**config.mk**
```make
export PLATFORM = sky130hd
export DESIGN_NAME = piso_serializer
export DESIGN_NICKNAME = d
export VERILOG_FILES = /design/src/rtl/piso_serializer.sv
export SDC_FILE = /design/constraint.sdc
export NUM_CORES = 1
export LEC_CHECK = 0
export ABC_CLOCK_PERIOD_IN_PS = 2600
export BUFFER_PORTS_ARGS = -buffer_cell sky130_fd_sc_hd__clkbuf_2
export CAP_MARGIN = 0
export CORE_AREA = 3 3 40 42
export DETAILED_ROUTE_END_ITERATION = 8
export DIE_AREA = 0 0 43 45
export PLACE_DENSITY = 0.63
export SETUP_SLACK_MARGIN = 0.15
export SLEW_MARGIN = 0
export SYNTH_ARGS = -nofsm -noshare
export SYNTH_HDL_FRONTEND = slang
export SYNTH_SLANG_ARGS = --single-unit
```
**constraint.sdc**
```tcl
create_clock -name clk -period 2.6 [get_ports clk]
set_input_delay 0.26 -clock clk [delete_from_list [all_inputs] [get_ports clk]]
set_output_delay 0.26 -clock clk [all_outputs]
set_load 0.05 [all_outputs]
```
**src/rtl/piso_serializer.sv**
```systemverilog
// Parallel-in serial-out shifter: loads a WIDTH-bit word on a valid/ready handshake and
// streams it one bit per transfer, flagging the final bit with out_last.
module piso_serializer #(
  parameter int unsigned WIDTH     = 4,
  parameter bit          MSB_FIRST = 1'b1
) (
  input  logic             clk,
  input  logic             rst,
  input  logic             in_valid,
  output logic             in_ready,
  input  logic [WIDTH-1:0] data_in,
  output logic             out_valid,
  input  logic             out_ready,
  output logic             serial_out,
  output logic             out_last,
  output logic             busy
);

  localparam int unsigned CW = $clog2(WIDTH);

  typedef enum logic [0:0] {StIdle, StShift} state_e;

  state_e           state_q, state_d;
  logic [WIDTH-1:0] shift_q, shift_d;
  logic [CW-1:0]    count_q, count_d;

  logic out_fire;
  logic load;

  assign busy      = (state_q == StShift);
  assign out_valid = busy;
  assign out_last  = busy & (count_q == '0);
  assign in_ready  = (state_q == StIdle) | (out_last & out_ready);
  assign out_fire  = out_valid & out_ready;
  assign load      = in_valid & in_ready;

  // The output end of the shift register drives the line directly; it is zero when idle.
  assign serial_out = MSB_FIRST ? shift_q[WIDTH-1] : shift_q[0];

  always_comb begin
    state_d = state_q;
    shift_d = shift_q;
    count_d = count_q;
    if (load) begin
      // Covers both a fresh load from idle and a back-to-back reload on the last bit.
      state_d = StShift;
      shift_d = data_in;
      count_d = CW'(WIDTH - 1);
    end else if (out_fire) begin
      shift_d = MSB_FIRST ? {shift_q[WIDTH-2:0], 1'b0} : {1'b0, shift_q[WIDTH-1:1]};
      if (out_last) begin
        state_d = StIdle;
        count_d = '0;
      end else begin
        count_d = count_q - 1'b1;
      end
    end
  end

  always_ff @(posedge clk or negedge rst) begin
    if (!rst) begin
      state_q <= StIdle;
      shift_q <= '0;
      count_q <= '0;
    end else begin
      state_q <= state_d;
      shift_q <= shift_d;
      count_q <= count_d;
    end
  end

endmodule

```
# After elaboration in Yosys (flattened, before gate mapping)
# Cells that the tools add are included.
# Widths: inputs -> output; s select.
# totals
out_inout_bits	5
input_bits	8
reg_bits	7
wordCells	22
# op_classes
mux	8
n_addsub	1
bitwise	6
n_reduce_logical	4
# op_table
operator	count
$mux 4	2
$mux 2	3
$and 1x1->1	4
$reduce_bool 2->1	2
$mux 1	3
$logic_not 2->1	1
$reduce_and 2->1	1
$sub 2x1->2 const B	1
$not 1->1	1
$or 1x1->1	1

# Depth between registers and ports, before layout
# Gate-level depths: netlist (run 1).
# depth
ltp_word	7
depth_mapped	4
ltp_nobuf	3

# Least setup slack after synthesis (run 1)
# No wires, ideal clock.
# synth_timing
path_kind	register to register
startpoint	register count_q[0]
endpoint	register state_q, in the netlist busy
required_time_ps	2420
setup_time_ps	180
period_less_slack_ps	1975
arrival_ps	1795
path_stages_with_launch	4
n_path_buf	0
slack_ps	625
cell_sequence	dfrtp_1 -> nand2b_1 -> o21ai_0 -> nand2b_1
# synth_between
elab_chain_len	7
word_cells_on_any_way	9
classes_between	mux (1); bitwise (4); reduce/logical (4)
# synth_rtl
element	line_no	source
start, declared	25	logic [CW-1:0] count_q, count_d;
start signal, assigned	68	count_q <= count_d;
$logic_not 2->1 *	32	assign out_last = busy & (count_q == '0);
$and 1x1->1 *	32	
$and 1x1->1 *	33	assign in_ready = (state_q == StIdle) | (out_last & out_ready);
$or 1x1->1 *	33	
via in_ready	10	output logic in_ready,
$and 1x1->1 *	35	assign load = in_valid & in_ready;
$reduce_bool 2->1 (no line)	n/a	
$reduce_and 2->1 (no line)	n/a	
end signal, assigned	62	state_q <= StIdle;
end signal, assigned	66	state_q <= state_d;
end, declared	23	state_e state_q, state_d;
# Mark *: on every way through the listed nets, which the timed path passes. The rest lies on a longest branch.
# A chain may end at the register's enable or synchronous reset.

# Worst setup path after layout (run 1)
# layout_timing
startpoint	register count_q[0]
endpoint	output port in_ready
# layout_between
elab_chain_len	4
# layout_rtl
element	line_no
$logic_not 2->1	32
$and 1x1->1	32
$and 1x1->1	33
$or 1x1->1	33
end, declared	10
# Every way passes these cells.

==> results of run 1 <==
==> worst max-delay path by stage <==
stage / endpoint / slack [ns] / start / cells after the start
floorplan: busy / 0.62 / count_q[0] / 3
global placement: in_ready / 1.26 / count_q[0] / 3
detailed placement: in_ready / 1.24 / count_q[0] / 3
CTS: in_ready / 0.95 / count_q[0] / 3
global route: in_ready / 0.82 / count_q[0] / 3
finish: in_ready / 0.97 / count_q[0] / 3
==> per-layer routing <==
metal / part of all wire [%] / wire, um / global-route usage, %
met1: 50 / 445 / 14.53
met2: 41 / 370 / 15.27
met3: 8.4 / 75 / 5.179
met4: 0.67 / 6 / 7.229
met5: 0 / 0 / 0
==> Yosys cell counts <==
master	instances
o211ai_1	1
mux2i_1	1
inv_1	2
o221a_2	3
xor2_1	1
nand2b_1	4
mux2_4	3
a21oi_1	1
o22a_1	3
buf_6	1
o22ai_1	1
o21bai_1	1
nand2_1	1
dfrtp_1	7
nor2_1	2
nand3_1	1
a21o_2	1
o31a_2	1
and2_1	1
buf_2	1
o21ai_0	1
buf_4	1
==> layout make-up <==
cell class	count	share of cell area [%]
Clock buffer	4	5.060
Multi-Input combinational cell	27	42.65
Inverter	2	1.446
Sequential cell	7	33.73
Timing Repair Buffer	13	13.49
Tap cell	15	3.614
==> cells by family after synthesis <==
kind of cell / share of synthesized area, %
simple gates: 11.11
xor+xnor: 2.047
mux: 12.86
buf+inv: 7.310
compound gates: 25.73
flops: 40.94
==> sequential cells by signal (all words and copies together) (netlist names) <==
name and flops:
busy 1, count_q 2, shift_q 4
==> worst max-delay path, stage by stage, from the launching register on <==
cell and delay (ns):
dfrtp_1 0.40, nand2b_1 0.19, o21ai_0 0.21, clkbuf_2 0.32
==> repair_timing <==
action | in CTS | in global routing
gates resized for setup | 0 | 0
endpoints found under the hold margin | 7 | 0
hold buffers | 1 | 0
==> per-stage QoR <==
step | utilization (%) | setup WS, ns | hold WS (ns) | std cells
5_1_grt | 40.41 | 0.8218 | 0.2547 | 68
6_report | 40.41 | 0.9747 | 0.2563 | 68
3_3_place_gp | 37.59 | 1.264 | 0.1126 | 63
2_1_floorplan | - | 0.6249 | -0.03559 | 39
3_5_place_dp | 37.59 | 1.240 | 0.1134 | 63
4_1_cts | 40.41 | 0.9521 | 0.2448 | 68
==> power by group <==
group	internal [mW]	switching (mW)
combinational	0.128	0.191
sequential	0.157	0.0497
clock	0.0587	0.0419
total	0.343	0.282
==> flow_metrics.py, run 1 <==
metrics = {
    "place": {
        "dpl_cell_area_um2": 483.0,
        "globalplace.congestion": 0.6644,
        "portBuffers": 12,
        "dpl.hpwl_um": 666,
    },
    "die": {
        "die_x_um": 43,
        "row_count": 13,
        "core_mm2": 0.001285,
        "start_util_pct": 33.30,
        "io_pins": 13,
        "die_y_um": 45,
        "die-area_mm2": 0.001935,
    },
    "synthesis": {
        "yosysUniqueCellTypes": 22,
        "netlist_top_cells_area": "dfrtp_1 41%, mux2_4 11%, o221a_2 7.9%, o22a_1 6.1%, nand2b_1 5.8%",
        "synth_cells": 39,
        "synth_top_area_cell": "dfrtp_1",
        "syn_nets": 47,
        "ys_seq_area_share_pct": 40.94,
        "netlist_area_um2": 427.9,
        "netlist.area_leader.share_pct": 40.94,
        "yosys_warnings": 0,
        "syn_area_per_cell_um2": 10.97,
        "synth.ff_latch_count": 7,
    },
    "layout": {
        "syn2layout_area_growth_pct": 21.35,
        "antenna_cells": 0,
        "drive_gt1_share_pct": 43.40,
        "regArea_um2": 175.2,
        "final_common_cell": "clkbuf_2",
        "final_nets": 62,
        "nFillCells": 139,
        "final_area_um2": 519.2,
        "multi_input_area_um2": 221.5,
        "most-common-layout-cells": "12 x clkbuf_2, 7 x dfrtp_1, 4 x nand2b_1",
    },
    "route": {
        "ant_nets": 0,
        "drt-wirelength-per-cell_um": 13.19,
        "dr.pass1.iters": 2,
        "drc_errors": 0,
        "vias": 347,
        "wl_um": 897,
        "viasPerCell": 5.103,
        "drt_iter0_drc": 13,
    },
    "power": {
        "p_total_mw": 0.6257,
        "power_density_mw_per_mm2": 1205,
        "vdd_drop_max_v": 0.0003795,
        "p_leak_nw": 0.2418,
    },
    "setup_path": {
        "end_kind": "primary output",
        "r2r_end": "shift_q[1]",
        "worstSetupPathType": "reg -> out",
        "regToRegSetupSlack_ns": 1.36,
        "cp_max_fo": 4,
        "critPathLaunchType": "flop",
        "rr_worst_depth": 3,
        "cp.required_ns": 2.34,
        "r2r-start": "busy",
        "arrival_ns": 1.37,
    },
    "clocking": {
        "cts_tree": "yes",
        "post_cts_buffers": 0,
        "h-tree-depth": 1,
        "clock_latency_ns": 0.25,
        "cts.sinks": 7,
        "clkTransAtPathRegs_ns": 0.05,
        "cts-root-buf": "clkbuf_4",
        "cts_buffers": 3,
        "clockBufferDepth": 2,
    },
    "sta": {
        "finalSetupTns_ns": 0,
        "slew_headroom_pct": 75.47,
        "finalSetupViolCount": 0,
        "drv_slew": 0,
        "hold_viol_final": 0,
        "rsz0062_at_grt": "no",
        "worst_pin_slew_ns": 0.3680,
        "min_period_ns": 1.625,
        "fin_skew_ns": 0.001468,
        "fin_crit_sh_pct": 62.51,
        "max_freq_mhz": 615.3,
    },
    "min_path": {
        "min_path_cells": 3,
        "min_path_type": "in -> reg",
        "min_from": "data_in[0]",
        "hold_path_end": "shift_q[0]",
    },
    "outcome": {
        "status": "finished clean",
    },
    "job": {
        "drv_cap": 0,
    },
    "grt": {
        "grt_pass1_wl_mm": 1.545,
        "antenna_found_initial": 0,
        "grt_pass1_vias": 337,
        "grt_max_degree": 14,
        "grt_use_total_pct": 11.33,
        "grt_overflow": 0,
    },
}
No activity file was read; power rests on OpenSTA's default activity.
==> inputs of run 2 (changes only) <==
--- a/config.mk
+++ b/config.mk
@@ -5,13 +5,13 @@
 export SDC_FILE = /design/constraint.sdc
 export NUM_CORES = 1
 export LEC_CHECK = 0
-export ABC_CLOCK_PERIOD_IN_PS = 2600
+export ABC_CLOCK_PERIOD_IN_PS = 1400
 export BUFFER_PORTS_ARGS = -buffer_cell sky130_fd_sc_hd__clkbuf_2
 export CAP_MARGIN = 0
 export CORE_AREA = 3 3 40 42
 export DETAILED_ROUTE_END_ITERATION = 8
 export DIE_AREA = 0 0 43 45
-export PLACE_DENSITY = 0.63
+export PLACE_DENSITY = 0.65
 export SETUP_SLACK_MARGIN = 0.15
 export SLEW_MARGIN = 0
 export SYNTH_ARGS = -nofsm -noshare
==> constraint.sdc (replaced) <==
create_clock -name clk -period 1.4 [get_ports clk]
set_input_delay 0.14 -clock clk [delete_from_list [all_inputs] [get_ports clk]]
set_output_delay 0.14 -clock clk [all_outputs]
set_load 0.05 [all_outputs]
==> flow_metrics.py, run 2 (synthesis results as in run 1) <==
metrics = {
    "power": {
        "power_density_mw_per_mm2": 2264,
        "pwr-share-clk_pct": 13.7,
        "vdd_drop_max_v": 0.0008453,
        "p_seq_share_pct": 29.4,
        "p_sw_mw": 0.5928,
        "p_leak_nw": 0.2842,
        "p_int_mw": 0.8064,
        "power_frac_comb_pct": 57.0,
        "swShare_pct": 42.36,
    },
    "setup_path": {
        "critPathLaunchType": "flop",
        "regToRegSetupSlack_ns": 0.28,
        "cp-endpoint": "in_ready",
        "path_buf_inv": 1,
        "crit_path_start": "count_q[0]",
        "r2r_end": "shift_q[3]",
        "cpPeakStageDelay_ns": 0.42,
        "end_kind": "primary output",
        "cpMaxStageDelayCell": "dfrtp_1",
        "cp_top_family": "flip-flops",
        "cp.required_ns": 1.26,
        "arrival_ns": 1.15,
        "worstPathCellList": "nand2b_4 -> o21ai_4 -> buf_8",
        "worstSetupPathType": "reg -> out",
        "r2r-start": "busy",
        "rr_worst_depth": 3,
        "crit_cells": 3,
        "cp_max_fo": 3,
    },
    "layout": {
        "fin_util_pct": 48.10,
        "most-common-layout-cells": "8 x clkbuf_2, 6 x buf_4, 5 x clkbuf_4, 5 x dfrtp_1",
        "antenna_cells": 0,
        "nFillCells": 129,
        "final_nets": 68,
        "drive_gt1_share_pct": 59.32,
        "regArea_um2": 177.7,
        "multi_input_area_um2": 249.0,
        "max_flop_register": "shift_q",
        "final_common_cell": "clkbuf_2",
        "largest_reg_flops": 4,
        "syn2layout_area_growth_pct": 44.44,
    },
    "min_path": {
        "min_path_cells": 3,
        "min_path_type": "in -> reg",
    },
    "grt": {
        "grt_use_total_pct": 12.15,
        "grt_pass1_wl_mm": 1.683,
        "grtUsageMet1_pct": 14.25,
        "grt_pass1_vias": 378,
        "antenna_found_initial": 0,
        "grt_overflow": 0,
        "gr-max-usage-layer": "met2",
        "grtUsageMet2_pct": 18.86,
        "gr-usage-met3_pct": 2.390,
        "grt_max_degree": 14,
    },
    "sta": {
        "worst_pin_slew_ns": 0.2741,
        "max_freq_mhz": 774.6,
        "hold_viol_final": 0,
        "rsz0062_at_grt": "yes",
        "finalSetupViolCount": 0,
        "fin_skew_ns": 0.0007463,
        "slew_headroom_pct": 81.81,
        "drv_slew": 0,
        "fin_crit_sh_pct": 92.22,
        "finalSetupTns_ns": 0,
        "hold_ws_ns": 0.1428,
        "min_period_ns": 1.291,
        "setup_slack_ns": 0.1089,
    },
    "die": {
        "io_pins": 13,
        "die_x_um": 43,
        "start_util_pct": 33.30,
        "core_mm2": 0.001285,
        "die-area_mm2": 0.001935,
        "die_y_um": 45,
        "row_count": 13,
    },
    "clocking": {
        "h-tree-depth": 1,
        "cts-root-buf": "clkbuf_4",
        "cts_tree": "yes",
        "cts_buffers": 3,
        "clockBufferDepth": 2,
        "cts.sinks": 7,
        "clkTransAtPathRegs_ns": 0.06,
        "clock_latency_ns": 0.25,
    },
    "route": {
        "wl_um": 989,
        "drc_errors": 0,
        "drt-wirelength-per-cell_um": 13.36,
        "dr.pass1.iters": 2,
        "ant_nets": 0,
        "viasPerCell": 5.095,
        "drt_iter0_drc": 5,
        "vias": 377,
    },
    "place": {
        "pre_cts_slack_ns": 0.2240,
        "globalplace.congestion": 0.6433,
        "dpl.hpwl_um": 676.3,
        "portBuffers": 12,
    },
    "job": {
        "drv_cap": 0,
    },
    "outcome": {
        "status": "finished clean",
    },
}
==> run 2: changes by cell type in the layout (fill, tap and decap cells not counted), moves of 2 or more <==
cell / delta
dfrtp_2: +2
buf_4: +6
clkbuf_2: -4
dfrtp_1: -2
clkbuf_4: +2
==> run 2: routing by layer <==
metal,vias up,part of all wire (%)
met2,12,46
met1,178,46
met5,-,0
met3,2,5.8
li1,185,-
met4,0,1.7
==> run 2: power by group through the flow <==
stage / Combinational, mW / Sequential, mW / Clock, mW
after floorplan: 0.465 / 0.434 / 0
after global placement: 0.596 / 0.392 / 0
after detailed placement: 0.605 / 0.395 / 0
after CTS: 0.708 / 0.405 / 0.196
after global routing: 0.850 / 0.430 / 0.212
final: 0.797 / 0.411 / 0.191
==> run 2: worst min path at each step <==
stage | start | endpoint | slack, ns
global placement | rst | shift_q[3] | -0.01
detailed placement | rst | shift_q[3] | -0.008
floorplan | rst | busy | -0.16
finish | data_in[0] | shift_q[0] | 0.14
CTS | data_in[0] | shift_q[0] | 0.14
global route | data_in[0] | shift_q[0] | 0.16
==> run 2: what timing repair did <==
action                                  in CTS  in global routing
hold endpoints to repair                     7                  0
endpoints found under the setup margin       2                  5
gates resized for setup                      8                  6
setup buffers                                1                  5
hold buffers                                 1                  0
==> run 2: cell type report <==
cell class,instances,share of cell area [%]
multi-input combinational,27,40.28
sequential,7,28.74
timing repair buffer,19,22.47
clock buffer,4,4.251
tap,15,3.036
inverter,2,1.215
==> run 2: per-stage QoR <==
step	instance area, um2	power [mW]	cells
global route	618.1	1.491	74
CTS	569.3	1.308	69
floorplan	440.4	0.8984	39
global placement	489.2	0.9877	63
finish	618.1	1.399	74
detailed placement	489.2	0.9994	63
==> run 2: worst register-to-register path, cell delays in order, from the launching register on <==
cell and delay (ns):
dfrtp_2 0.47, nand2_1 0.07, a21o_2 0.21, o221a_2 0.26
==> inputs of run 3 (changes only) <==
--- a/config.mk
+++ b/config.mk
@@ -6,8 +6,8 @@
 export NUM_CORES = 1
 export LEC_CHECK = 0
 export ABC_CLOCK_PERIOD_IN_PS = 1400
-export BUFFER_PORTS_ARGS = -buffer_cell sky130_fd_sc_hd__clkbuf_2
-export CAP_MARGIN = 0
+export BUFFER_PORTS_ARGS = -buffer_cell sky130_fd_sc_hd__buf_2
+export CAP_MARGIN = 20
 export CORE_AREA = 3 3 40 42
 export DETAILED_ROUTE_END_ITERATION = 8
 export DIE_AREA = 0 0 43 45
==> flow_metrics.py, run 3 (synthesis results as in run 1) <==
metrics = {
    "sta": {
        "hold_viol_final": 0,
        "fin_skew_ns": 0.007024,
        "drv_slew": 0,
        "finalSetupTns_ns": 0,
        "slew_headroom_pct": 83.65,
        "min_period_ns": 1.287,
        "hold_ws_ns": 0.1519,
        "finalSetupViolCount": 0,
        "worst_pin_slew_ns": 0.2470,
        "rsz0062_at_grt": "yes",
        "setup_slack_ns": 0.1133,
        "max_freq_mhz": 777.2,
        "fin_crit_sh_pct": 91.91,
    },
    "grt": {
        "grt_max_degree": 10,
        "grtUsageMet2_pct": 18.56,
        "grt_pass1_wl_mm": 1.600,
        "grtUsageMet1_pct": 13.76,
        "grt_overflow": 0,
        "grt_pass1_vias": 389,
        "gr-usage-met3_pct": 2.390,
        "antenna_found_initial": 0,
        "gr-max-usage-layer": "met2",
        "grt_use_total_pct": 11.90,
    },
    "place": {
        "dpl.hpwl_um": 643.6,
        "pre_cts_slack_ns": 0.2439,
        "globalplace.congestion": 0.6620,
        "portBuffers": 12,
    },
    "die": {
        "start_util_pct": 33.30,
        "die_x_um": 43,
        "core_mm2": 0.001285,
        "die-area_mm2": 0.001935,
        "io_pins": 13,
        "die_y_um": 45,
        "row_count": 13,
    },
    "min_path": {
        "min_path_type": "in -> reg",
        "hold_path_end": "shift_q[0]",
        "min_path_cells": 3,
        "min_from": "data_in[0]",
    },
    "setup_path": {
        "cpPeakStageDelay_ns": 0.42,
        "worstPathCellList": "nand2b_4 -> o21ai_4 -> buf_6",
        "cp.required_ns": 1.26,
        "r2r_end": "shift_q[3]",
        "arrival_ns": 1.15,
        "regToRegSetupSlack_ns": 0.24,
        "worstSetupPathType": "reg -> out",
        "critPathLaunchType": "flop",
        "end_kind": "primary output",
        "r2r-start": "busy",
        "cpMaxStageDelayCell": "dfrtp_1",
        "rr_worst_depth": 4,
        "cp_max_fo": 3,
    },
    "route": {
        "ant_nets": 0,
        "drt-wirelength-per-cell_um": 13.05,
        "drt_iter0_drc": 10,
        "dr.pass1.iters": 4,
        "viasPerCell": 5.203,
        "drc_errors": 0,
        "wl_um": 966,
        "vias": 385,
    },
    "outcome": {
        "status": "finished clean",
    },
    "layout": {
        "largest_reg_flops": 4,
        "most-common-layout-cells": "10 x buf_2, 6 x buf_4, 5 x dfrtp_1",
        "final_nets": 68,
        "max_flop_register": "shift_q",
        "syn2layout_area_growth_pct": 41.81,
        "drive_gt1_share_pct": 59.32,
        "fin_util_pct": 47.22,
        "antenna_cells": 0,
        "regArea_um2": 177.7,
        "nFillCells": 115,
        "multi_input_area_um2": 249.0,
        "final_common_cell": "buf_2",
    },
    "power": {
        "power_density_mw_per_mm2": 2266,
        "p_total_mw": 1.375,
        "vdd_drop_max_v": 0.0007461,
        "p_leak_nw": 0.2765,
    },
    "clocking": {
        "cts.sinks": 7,
        "h-tree-depth": 1,
        "cts-root-buf": "clkbuf_4",
        "clkTransAtPathRegs_ns": 0.06,
        "cts_buffers": 3,
        "clockBufferDepth": 2,
        "cts_tree": "yes",
        "clock_latency_ns": 0.26,
    },
    "job": {
        "drv_cap": 0,
    },
}
==> run 3: worst max path at each step <==
stage	slack [ns]	startpoint	cells after the start	to
global placement	0.25	count_q[0]	3	in_ready
finish	0.11	count_q[0]	3	in_ready
floorplan	0.1	busy	4	shift_q[1]
global route	0.06	count_q[0]	3	out_last
CTS	0.13	count_q[0]	3	in_ready
detailed placement	0.24	count_q[0]	3	in_ready
==> run 3: report_power, final <==
part	internal, mW	switching [mW]
combinational	0.382	0.405
sequential	0.296	0.104
clock	0.109	0.0804
==> run 3: timing repair <==
| item | in CTS | in global routing |
|---|---|---|
| hold buffers | 1 | 0 |
| gates cloned | 0 | 0 |
| setup buffers | 6 | 0 |
| endpoints found under the hold margin | 7 | 0 |
| resized for setup | 8 | 1 |
| setup endpoints to repair | 2 | 2 |
==> run 3: routing by layer <==
metal | wire length, um | vias to the layer above | part of all wire [%]
li1 | - | 184 | -
met4 | 16 | 0 | 1.7
met2 | 438 | 21 | 45
met3 | 73 | 2 | 7.6
met1 | 438 | 178 | 45
met5 | 0 | - | 0
==> run 3: area by class of cell <==
class / count / share of cell area (%)
multi-input combinational: 27 / 41.03
clock buffer: 4 / 4.330
inverter: 2 / 1.237
sequential: 7 / 29.28
timing repair buffer: 19 / 21.03
tap: 15 / 3.093
==> run 3: metrics by stage <==
step / cell area [um2] / cells
floorplan: 440.4 / 39
global placement: 489.2 / 63
detailed placement: 489.2 / 63
CTS: 601.8 / 74
global route: 606.8 / 74
finish: 606.8 / 74
==> run 3: worst max-delay path: cells and delay by family (launching register included) <==
family | cells | cell delay, ns
DFF | 1 | 0.42
and+or+nand+nor | 1 | 0.17
buffers and inverters | 1 | 0.17
AOI/OAI and AO/OA | 1 | 0.13
